$ cat src/rtl/sevenseg_pkg.sv
// -----------------------------------------------------------------------------
// sevenseg_pkg
//   Shared constants and types for the multiplexed seven-segment driver.
//   - SEG_HEX : active-low segment patterns for hex digits 0..F,
//               bit order {g,f,e,d,c,b,a} (seg[0] = a).
//   - SEG_OFF : all segments dark.
//   - scan_state_e : per-slot scan phase (BLANK gap, then DRIVE).
// -----------------------------------------------------------------------------
package sevenseg_pkg;

  localparam logic [6:0] SEG_OFF = 7'h7F;

  localparam logic [6:0] SEG_HEX [0:15] = '{
    7'b1000000,  // 0
    7'b1111001,  // 1
    7'b0100100,  // 2
    7'b0110000,  // 3
    7'b0011001,  // 4
    7'b0010010,  // 5
    7'b0000010,  // 6
    7'b1111000,  // 7
    7'b0000000,  // 8
    7'b0010000,  // 9
    7'b0001000,  // A
    7'b0000011,  // b
    7'b1000110,  // C
    7'b0100001,  // d
    7'b0000110,  // E
    7'b0001110   // F
  };

  typedef enum logic {
    BLANK = 1'b0,
    DRIVE = 1'b1
  } scan_state_e;

  function automatic logic [6:0] hex_to_seg(input logic [3:0] nibble);
    return SEG_HEX[nibble];
  endfunction

endpackage

$ cat src/rtl/sevenseg_hex_decode.sv
// -----------------------------------------------------------------------------
// sevenseg_hex_decode
//   Purely combinational hex nibble to active-low seven-segment decoder.
//   Ports:
//     nibble_i [3:0] : hex digit to display
//     seg_o    [6:0] : active-low segments, seg_o[0] = a ... seg_o[6] = g
// -----------------------------------------------------------------------------
module sevenseg_hex_decode
  import sevenseg_pkg::*;
(
  input  logic [3:0] nibble_i,
  output logic [6:0] seg_o
);

  assign seg_o = hex_to_seg(nibble_i);

endmodule

$ cat src/rtl/sevenseg_scan_driver.sv
// -----------------------------------------------------------------------------
// sevenseg_scan_driver
//   Time-multiplexed N-digit seven-segment driver. A packed hex value is
//   captured into a pending register and promoted to the display register
//   only at a frame boundary, so a frame never shows a mix of old and new
//   digits. Each digit owns a slot of DIGIT_CYCLES clocks; the first
//   BLANK_CYCLES of every slot keep all anodes off to stop ghosting while
//   the segment lines settle to the next digit.
//
//   Parameters:
//     NUM_DIGITS   : digits scanned, 1..8
//     DIGIT_CYCLES : clocks per digit slot, >= 2
//     BLANK_CYCLES : dark clocks at slot start, 0 .. DIGIT_CYCLES-1
//
//   Ports:
//     clk        : system clock
//     rst        : synchronous, active-high reset
//     value      : packed hex nibbles, digit 0 = value[3:0] (rightmost)
//     dp_in      : per-digit decimal point request, 1 = lit
//     blank_in   : per-digit force-blank, 1 = digit dark for its slot
//     load       : capture value/dp_in/blank_in into the pending register
//     seg        : active-low segments, seg[0] = a ... seg[6] = g
//     dp_n       : active-low decimal point
//     an         : active-low digit enables, one-hot-low while driving
//     frame_done : one-cycle pulse as the last digit slot ends
//
//   Optional build macro:
//     LEADING_ZERO_BLANK_EN : when defined, digits above the most significant
//       non-zero nibble are darkened unless their decimal point is set.
//       Digit 0 is never suppressed.
//
//   All pins are registered, so pin changes trail the internal scan state by
//   exactly one clock.
// -----------------------------------------------------------------------------
module sevenseg_scan_driver
  import sevenseg_pkg::*;
#(
  parameter int NUM_DIGITS   = 4,
  parameter int DIGIT_CYCLES = 50000,
  parameter int BLANK_CYCLES = 500
) (
  input  logic                    clk,
  input  logic                    rst,
  input  logic [4*NUM_DIGITS-1:0] value,
  input  logic [NUM_DIGITS-1:0]   dp_in,
  input  logic [NUM_DIGITS-1:0]   blank_in,
  input  logic                    load,
  output logic [6:0]              seg,
  output logic                    dp_n,
  output logic [NUM_DIGITS-1:0]   an,
  output logic                    frame_done
);

  localparam int CNT_W = (DIGIT_CYCLES > 1) ? $clog2(DIGIT_CYCLES) : 1;
  localparam int IDX_W = (NUM_DIGITS > 1) ? $clog2(NUM_DIGITS) : 1;

  localparam logic [CNT_W-1:0] CNT_LAST = CNT_W'(DIGIT_CYCLES - 1);
  localparam logic [IDX_W-1:0] IDX_LAST = IDX_W'(NUM_DIGITS - 1);

  // ---------------------------------------------------------------------------
  // Scan position
  // ---------------------------------------------------------------------------
  logic [CNT_W-1:0] cnt_q, cnt_d;
  logic [IDX_W-1:0] idx_q, idx_d;
  logic             slot_end;
  logic             frame_end;
  scan_state_e      state;

  assign slot_end  = (cnt_q == CNT_LAST);
  assign frame_end = slot_end && (idx_q == IDX_LAST);

  assign cnt_d = slot_end ? '0 : cnt_q + 1'b1;

  always_comb begin
    idx_d = idx_q;
    if (frame_end) begin
      idx_d = '0;
    end else if (slot_end) begin
      idx_d = idx_q + 1'b1;
    end
  end

  // The phase is a pure function of the slot counter. With no blank gap
  // the comparison would be constant-false, so that case is split out.
  generate
    if (BLANK_CYCLES > 0) begin : g_blank_gap
      assign state = (cnt_q < CNT_W'(BLANK_CYCLES)) ? BLANK : DRIVE;
    end else begin : g_no_blank_gap
      assign state = DRIVE;
    end
  endgenerate

  // ---------------------------------------------------------------------------
  // Pending / display registers (tear-free update at the frame boundary)
  // ---------------------------------------------------------------------------
  logic [4*NUM_DIGITS-1:0] pend_value_q, pend_value_d;
  logic [NUM_DIGITS-1:0]   pend_dp_q,    pend_dp_d;
  logic [NUM_DIGITS-1:0]   pend_blank_q, pend_blank_d;
  logic                    pend_valid_q, pend_valid_d;

  logic [4*NUM_DIGITS-1:0] disp_value_q, disp_value_d;
  logic [NUM_DIGITS-1:0]   disp_dp_q,    disp_dp_d;
  logic [NUM_DIGITS-1:0]   disp_blank_q, disp_blank_d;

  always_comb begin
    // NOTE: every signal this block drives gets a default first; a path that
    // left one unassigned would infer a latch.
    pend_value_d = pend_value_q;
    pend_dp_d    = pend_dp_q;
    pend_blank_d = pend_blank_q;
    pend_valid_d = pend_valid_q;
    disp_value_d = disp_value_q;
    disp_dp_d    = disp_dp_q;
    disp_blank_d = disp_blank_q;

    // Later loads simply overwrite earlier ones: last load before the
    // boundary wins.
    if (load) begin
      pend_value_d = value;
      pend_dp_d    = dp_in;
      pend_blank_d = blank_in;
      pend_valid_d = 1'b1;
    end

    // A load coinciding with the wrap bypasses pending and goes straight to
    // the display, so it is never left waiting a whole extra frame.
    if (frame_end) begin
      if (load) begin
        disp_value_d = value;
        disp_dp_d    = dp_in;
        disp_blank_d = blank_in;
      end else if (pend_valid_q) begin
        disp_value_d = pend_value_q;
        disp_dp_d    = pend_dp_q;
        disp_blank_d = pend_blank_q;
      end
      pend_valid_d = 1'b0;
    end
  end

  // ---------------------------------------------------------------------------
  // Effective per-digit blanking
  // ---------------------------------------------------------------------------
  logic [NUM_DIGITS-1:0] eff_blank;

`ifdef LEADING_ZERO_BLANK_EN
  logic lz_seen;

  // Walk from the top digit down; until a non-zero nibble has been seen the
  // digit is a leading zero. A lit decimal point keeps its digit visible.
  // Digit 0 is excluded so an all-zero value still shows one "0".
  always_comb begin
    eff_blank = disp_blank_q;
    lz_seen   = 1'b0;
    for (int i = NUM_DIGITS - 1; i >= 1; i--) begin
      if (disp_value_q[4*i +: 4] != 4'h0) begin
        lz_seen = 1'b1;
      end
      if (!lz_seen && !disp_dp_q[i]) begin
        eff_blank[i] = 1'b1;
      end
    end
  end
`else
  assign eff_blank = disp_blank_q;
`endif

  // ---------------------------------------------------------------------------
  // Current-digit select and decode
  // ---------------------------------------------------------------------------
  logic [3:0] cur_nibble;
  logic       cur_dp;
  logic       cur_blank;
  logic [6:0] dec_seg;
  logic       drive_on;

  always_comb begin
    cur_nibble = 4'h0;
    cur_dp     = 1'b0;
    cur_blank  = 1'b1;
    for (int i = 0; i < NUM_DIGITS; i++) begin
      if (idx_q == IDX_W'(i)) begin
        cur_nibble = disp_value_q[4*i +: 4];
        cur_dp     = disp_dp_q[i];
        cur_blank  = eff_blank[i];
      end
    end
  end

  sevenseg_hex_decode u_decode (
    .nibble_i (cur_nibble),
    .seg_o    (dec_seg)
  );

  // A force-blanked digit still consumes its slot; it just never lights.
  assign drive_on = (state == DRIVE) && !cur_blank;

  // ---------------------------------------------------------------------------
  // Output registers
  // ---------------------------------------------------------------------------
  logic [6:0]            seg_q,        seg_d;
  logic                  dp_n_q,       dp_n_d;
  logic [NUM_DIGITS-1:0] an_q,         an_d;
  logic                  frame_done_q, frame_done_d;

  always_comb begin
    seg_d        = drive_on ? dec_seg : SEG_OFF;
    dp_n_d       = drive_on ? ~cur_dp : 1'b1;
    frame_done_d = frame_end;
    an_d         = '1;
    for (int i = 0; i < NUM_DIGITS; i++) begin
      an_d[i] = ~(drive_on && (idx_q == IDX_W'(i)));
    end
  end

  assign seg        = seg_q;
  assign dp_n       = dp_n_q;
  assign an         = an_q;
  assign frame_done = frame_done_q;

  // ---------------------------------------------------------------------------
  // State registers
  // ---------------------------------------------------------------------------
  // NOTE: non-blocking assignments so every register samples the pre-edge
  // value of every other; blocking ones would make results depend on
  // statement order.
  always_ff @(posedge clk) begin
    if (rst) begin
      cnt_q        <= '0;
      idx_q        <= '0;
      // NOTE: display and pending contents are plain flops, not a memory
      // array, so they are reset too; the first frame after reset then shows
      // a defined all-zero picture and any half-done load is discarded.
      pend_value_q <= '0;
      pend_dp_q    <= '0;
      pend_blank_q <= '0;
      pend_valid_q <= 1'b0;
      disp_value_q <= '0;
      disp_dp_q    <= '0;
      disp_blank_q <= '0;
      seg_q        <= SEG_OFF;
      dp_n_q       <= 1'b1;
      an_q         <= '1;
      frame_done_q <= 1'b0;
    end else begin
      cnt_q        <= cnt_d;
      idx_q        <= idx_d;
      pend_value_q <= pend_value_d;
      pend_dp_q    <= pend_dp_d;
      pend_blank_q <= pend_blank_d;
      pend_valid_q <= pend_valid_d;
      disp_value_q <= disp_value_d;
      disp_dp_q    <= disp_dp_d;
      disp_blank_q <= disp_blank_d;
      seg_q        <= seg_d;
      dp_n_q       <= dp_n_d;
      an_q         <= an_d;
      frame_done_q <= frame_done_d;
    end
  end

endmodule

$ cat config.mk
export PLATFORM = sky130hd
export DESIGN_NAME = sevenseg_scan_driver
export DESIGN_NICKNAME = d
export VERILOG_FILES = /design/src/rtl/sevenseg_pkg.sv /design/src/rtl/sevenseg_hex_decode.sv /design/src/rtl/sevenseg_scan_driver.sv
export SDC_FILE = /design/constraint.sdc
export NUM_CORES = 1
export LEC_CHECK = 0
export ABC_AREA = 1
export ABC_CLOCK_PERIOD_IN_PS = 1800
export CORE_ASPECT_RATIO = 1.4
export CORE_MARGIN = 2
export CORE_UTILIZATION = 51
export CTS_CLUSTER_SIZE = 8
export DETAILED_ROUTE_END_ITERATION = 10
export GPL_ROUTABILITY_DRIVEN = 0
export PLACE_DENSITY = 0.73
export REMOVE_ABC_BUFFERS = 1
export SKIP_LAST_GASP = 1
export SLEW_MARGIN = 10
export SYNTH_ARGS = -nofsm -noshare
export SYNTH_HDL_FRONTEND = slang
export SYNTH_SLANG_ARGS = --single-unit
$ cat constraint.sdc
create_clock -name clk -period 1.8 [get_ports clk]
set_input_delay 0.36 -clock clk [delete_from_list [all_inputs] [get_ports clk]]
set_output_delay 0.36 -clock clk [all_outputs]
set_load 0.02 [all_outputs]
======== Word-level counts from Yosys, hierarchy flattened ========
Memory sizes are Yosys's and may differ from the RTL's. A register that Yosys moved wholly into a read port is not among the register bits.
Index checks and enable logic that the tools add are counted.
storage, ports and cells
  bits in registers ....................... 73
  latch bits .............................. 0
  memory bits (writable) .................. 0
  bits in read-only memories .............. 112
  input bits .............................. 27
  memories ................................ 1
memories
  memory           depth  width  read ports  clocked after Yosys merged registers in  wr ports  RTL line            source
  (no name shown)  16     7      1           1                                        0         sevenseg_pkg.sv:38  return SEG_HEX[nibble];
cells by class
  add/sub/neg operators ................... 2
  multipliers ............................. 0
  div/mod/pow operators ................... 0
  order comparisons ....................... 1
  eq/ne operators ......................... 4
  shift-type cells ........................ 0
  mux-type cells .......................... 19
  bitwise operators ....................... 7
  reduce and logical (&&, ||, !) cells .... 13
operators with widths
  kind                   number
  $mux 16                2
  $mux 4                 8
  $add 16x1->16 const B  1
  $eq 16x16->1 const B   1
  $lt 16x9->1 const B    1
  $mux 1                 9
  $logic_and 1x1->1      6
  $not 1->1              6
  $reduce_or 2->1        3
  $not 4->5              1
  $eq 2x2->1 const B     2
  $add 2x1->2 const B    1
  $eq 2x1->1 const B     1
  $logic_not 2->1        1
  $reduce_and 2->1       1
  $reduce_bool 2->1      1
  $logic_not 1->1        1

======== Depth between registers and ports, before layout ========
  word-level depth ........................ 9
  depth in mapped cells ................... 14
  mapped depth without buffers ............ 14

======== Cells and area by module ========
A second synthesis with hierarchy kept.
second synthesis, totals
  cells, all modules ...................... 507
  area total of the unflattened synthesis .. 3,691.0 µm²
modules (own cells, without submodules)
  module                instances  cells each  area an instance (µm²)  seq. area each (µm²)
  sevenseg_scan_driver  1          458         3,417.0                 1,601.5
  sevenseg_hex_decode   1          49          274.0                   0.0

======== Least setup slack after synthesis ========
No wires, ideal clock.
  kind .................................... register to register
  from .................................... register idx_q[1]
  to ...................................... register seg_q[0] (netlist: seg[0])
  data arrival time ....................... 1.814 ns
  path slack .............................. -0.140 ns
  stages on the path, launching flop included .. 13
  buffers on the path ..................... 1
  path through ............................ dfxtp_1 -> inv_1 -> ha_1 -> buf_2 -> a21oi_1 -> nand2_1 -> a21boi_1 -> inv_1 -> ha_1 -> inv_1 -> nand3_1 -> nand3_1 -> nand3_1
between the ends
  word-level cells in the longest chain between the ends .. 9
  elaborated cells on any way between the ends .. 17
  classes of those cells .................. 3 x eq/ne; 8 x mux; 2 x bitwise; 4 x reduce/logical
RTL lines
  item                              RTL line                     source
  from (decl)                       sevenseg_scan_driver.sv:64   logic [IDX_W-1:0] idx_q, idx_d;
  from (signal assigned)            sevenseg_scan_driver.sv:247  idx_q <= idx_d;
  $logic_not 2->1                   sevenseg_scan_driver.sv:182  if (idx_q == IDX_W'(i)) begin
  $mux 1 (4 in a row)               sevenseg_scan_driver.sv:182
  $logic_not 1->1                   sevenseg_scan_driver.sv:196  assign drive_on = (state == DRIVE) && !cur_blank;
  $logic_and 1x1->1                 sevenseg_scan_driver.sv:196
  $not 1->1 (no source line)        --
  $reduce_or 2->1 (no source line)  --
  to (decl)                         sevenseg_scan_driver.sv:201  logic [6:0] seg_q, seg_d;
Parallel ways exist; a longest one is shown, timed or not.
A chain may end at the register's enable or synchronous reset.

======== Worst setup path in the final report ========
  from .................................... register idx_q[1]
  to ...................................... register seg_q[3] (netlist: seg[3])
Same word-level chain as after synthesis.

==> out/results.md <==
| Stage | Parameter | Value |
|---|---|---|
| placement | Instance area at placement | 4260 um^2 |
| placement | # port buffers | 39 |
| timing | Transition time of the tightest slew-check pin | 0.276 ns |
| grt | Residual overflow from global routing | 0 |
| timing | Time the worst path needs with I/O delays and setup | 1.74 ns |
| route | Post-detailed-route wirelength per cell | 12.6 um |
| power and ir drop | Leak Pwr | 1.85 nW |
| route | Number of iterations in the first detailed-routing pass | 4 |
| grt | Total GRT Usage | 22.6% |
| floorplanning | # IOs | 40 |
| clock tree | Number of sinks on the clock net | 80 |
| critical path | Worst path bufs/invs | 4 |
| critical path | CP top delay family | buffers and inverters |
| timing | Fin crit share | 96.8% |
| critical path | Max stage delay on crit path | 0.37 ns |
| cells and area | Area delta synth->final | 26.8% |
| grt | Wire length of the first global-routing pass | 14100 um |
| yosys | Predominant post-synthesis flop cell | sky130_fd_sc_hd__dfxtp_1 |
| critical path | Crit path kind | reg2reg |
| route | Via density per instance | 5.19 |
| placement | Number of instances in the placed design | 650 |
| cells and area | Fraction of layout cells with a size suffix above 1 | 14.8% |
| yosys | Post-synthesis async set-or-reset flop share | 0% |
| grt | Initial antenna violation count | 0 |
| yosys | Sequential share of the synthesized area | 43.6% |
| critical path | Worst path cell trace | buf_4 > ha_4 > buf_4 > nand2_1 > nand2_2 > buf_12 > ha_4 > inv_2 > nand3_1 > nand3_1 > nand3_1 |
| clock tree | Clock buffer depth | 2 |
| route | Final routed DRC violation total | 0 |
| timing | Count of final max-slew check failures | 0 |
| timing | Post-route setup TNS | 0 ns |
| hold path | Hold Crit Class | reg2reg |
| route | Drt first-iter violations | 180 |
| cells and area | Inserted Diodes | 0 |
| timing | Normalized max-slew margin | 81.5% |
| route | Remaining antenna violation count | 0 |
| cells and area | End-of-flow core utilization | 66.8% |
| floorplanning | Area of the die | 7910 um^2 |
| yosys | Post-synthesis instance total | 515 |
| timing | Setup skew after layout | 0.00335 ns |
| yosys | Unique cell type count in the Yosys netlist | 29 |
| yosys | Most instantiated cells after synthesis | 177 x sky130_fd_sc_hd__nand2_1, 80 x sky130_fd_sc_hd__dfxtp_1, 67 x sky130_fd_sc_hd__a21oi_1 |
| cells and area | # fillers | 605 |
| clock tree | Hold_buf cts | 0 |
| critical path | Sort of element at the start of the critical path | register |
| clock tree | CTS clk-pin slew, worst paths | 0.07 ns |
| power and ir drop | IR drop worst, VDD | 607 uV |
| power and ir drop | Tot Pwr | 3.33 mW |
| critical path | Type of element capturing the critical path | register |
| floorplanning | Number of rows in the core area | 36 |
| critical path | Worst-path cell with the longest stage delay | sky130_fd_sc_hd__dfxtp_4 |
| floorplanning | Initial Util | 52.7% |
| yosys | Cell types with the largest area share after synthesis | sky130_fd_sc_hd__dfxtp_1 44%, sky130_fd_sc_hd__nand2_1 18%, sky130_fd_sc_hd__a21oi_1 9.1%, sky130_fd_sc_hd__nand4_1 4.4%, sky130_fd_sc_hd__nor2_1 4.1% |
| cells and area | Final standard cell count with taps included and fillers excluded | 669 |
| clock tree | Total clock buffers created by CTS | 9 |
| yosys | Area of the mapped netlist | 3680 um^2 |
| power and ir drop | Cell area power density | 715 nW/um^2 |
| grt | Number of global-route vias before repair | 3323 |
| route | Count of vias placed by the detailed router | 3475 |
| yosys | Post-synthesis average cell area | 7.14 um^2 |
| floorplanning | Die width | 75.8 um |
| cells and area | Area used by multi-input combinational logic | 1950 um^2 |
| clock tree | Clock latency reported for the late side of the worst-skew pair | 0.35 ns |
| flow run | Number of max-capacitance violations reported | 0 |
| timing | Number of failing hold endpoints at the final stage | 0 |
| timing | Worst hold slack after final layout | 0.459 ns |
| clock tree | Cell at the root of the clock tree | sky130_fd_sc_hd__clkbuf_8 |
| cells and area | Area taken by flip-flops and latches | 1610 um^2 |
| critical path | Most common cell type on the critical path | sky130_fd_sc_hd__nand3_1 |
| critical path | Maximum fanout along the worst path | 7 |
| cells and area | Area of all placed cells without fillers | 4660 um^2 |
| grt | Largest net degree at the start of global routing | 50 |
| timing | Number of setup violations in the final report | 0 |
| timing | Unrepaired setup endpoints after global routing | yes |
| timing | Maximum operating frequency | 574 MHz |
| clock tree | TritonCTS clock tree | done |
| route | Total wire length | 8460 um |
| critical path | Critical path arrival | 1.98 ns |
| placement | Placed wire-length estimate after detailed placement | 5810 um |
| yosys | Most area-hungry cell type in the Yosys netlist | sky130_fd_sc_hd__dfxtp_1 |
| placement | Worst setup slack after placement | -0.109 ns |
| timing | Setup slack of the critical path after layout | 0.0577 ns |
| yosys | Area fraction of the dominant cell type after synthesis | 43.6% |
| yosys | Number of register bits inferred by synthesis | 80 |
| yosys | Number of flops mapped to enable cells by yosys | 0 |
| yosys | Most numerous cell in the Yosys netlist | sky130_fd_sc_hd__nand2_1 |
| yosys | Synthesis Warnings | 0 |
| status | Result of the run | completed |
| floorplanning | Height of the chip | 104 um |
| cells and area | Number of nets in the final layout | 609 |
| critical path | CP required | 2.04 ns |
| clock tree | Maximum level of the CTS H-tree | 3 |
| floorplanning | Core outline area | 6980 um^2 |
==> layer usage <==
| metal | up-vias | track usage (%) | routed length (um) |
|---|---|---|---|
| li1 | 1793 | - | - |
| met5 | - | 0 | 0 |
| met3 | 21 | 3.68 | 316 |
| met4 | 0 | 12.2 | 215 |
| met2 | 89 | 36.3 | 4300 |
| met1 | 1572 | 27.8 | 3630 |
==> cell families after synthesis <==
kind of cell             count (synthesis)  share of synthesized area, %
adder cells (fa/ha/maj)                 11                          3.74
XOR/XNOR                                 1                         0.238
AND/OR/NAND/NOR                        289                          34.6
flip-flops                              80                          43.6
buffers and inverters                   57                          7.11
AO/OA/AOI/OAI                           77                          10.8
==> cell type report <==
cell class | count | share of cell area, %
inverters | 33 | 2.71
clock buffers | 11 | 3.25
well taps | 95 | 2.55
flip-flops and latches | 80 | 34.5
multi-input cells | 379 | 41.9
repair buffers | 68 | 14.2
clock inverters | 3 | 0.913
==> report_power, final <==
group / switching, mW / internal (mW)
Combinational: 0.108 / 0.0991
Sequential: 0.0113 / 1.80
Clock: 0.614 / 0.698
Total: 0.734 / 2.60
==> layout by cell type (no fill, tap or decap), types with 2 or more instances in the layout <==
cell / synthesis / routed
sky130_fd_sc_hd__nand2_1: 177 / 174
sky130_fd_sc_hd__dfxtp_1: 80 / 78
sky130_fd_sc_hd__a21oi_1: 67 / 65
sky130_fd_sc_hd__clkdlybuf4s50_1: 0 / 39
sky130_fd_sc_hd__nor2_1: 40 / 38
sky130_fd_sc_hd__nand4_1: 26 / 26
sky130_fd_sc_hd__nand3_1: 24 / 23
sky130_fd_sc_hd__inv_1: 29 / 22
sky130_fd_sc_hd__buf_4: 2 / 22
sky130_fd_sc_hd__clkbuf_8: 0 / 11
sky130_fd_sc_hd__inv_2: 3 / 9
sky130_fd_sc_hd__ha_4: 0 / 7
sky130_fd_sc_hd__nor3_1: 6 / 6
sky130_fd_sc_hd__nand2_2: 4 / 5
sky130_fd_sc_hd__nor2_2: 3 / 5
sky130_fd_sc_hd__o21ai_0: 5 / 5
sky130_fd_sc_hd__ha_1: 11 / 4
sky130_fd_sc_hd__nor2_4: 2 / 3
sky130_fd_sc_hd__buf_12: 0 / 3
sky130_fd_sc_hd__buf_6: 4 / 3
sky130_fd_sc_hd__a21oi_2: 0 / 2
sky130_fd_sc_hd__nand2_4: 0 / 2
sky130_fd_sc_hd__nand3b_1: 2 / 2
sky130_fd_sc_hd__nor3b_1: 2 / 2
sky130_fd_sc_hd__nand3_2: 1 / 2
sky130_fd_sc_hd__o211ai_1: 2 / 2
==> sequential cells by signal (all words and copies together) (netlist names) <==
signal and flops:
cnt_q 16, disp_value_q 16, pend_value_q 16, seg 7
an 4, disp_blank_q 4, disp_dp_q 4, pend_blank_q 4
pend_dp_q 4, idx_q 2, dp_n 1, frame_done 1
pend_valid_q 1
==> final timing paths <==
path / start / to / slack (ns) / depth (start not counted)
setup / recovery: idx_q[1] / seg[3] / 0.06 / 11
hold reg to reg: cnt_q[0] / cnt_q[0] / 0.46 / 1
hold / removal: cnt_q[0] / cnt_q[0] / 0.46 / 1
setup reg to reg: idx_q[1] / seg[3] / 0.06 / 11
==> repair_timing <==
action	4_1_cts	5_1_grt
resized for setup	10	30
setup buffers	0	3
cloned	0	2
setup endpoints to repair	7	23
pin swaps	3	12
(Power assumes the default switching activity.)
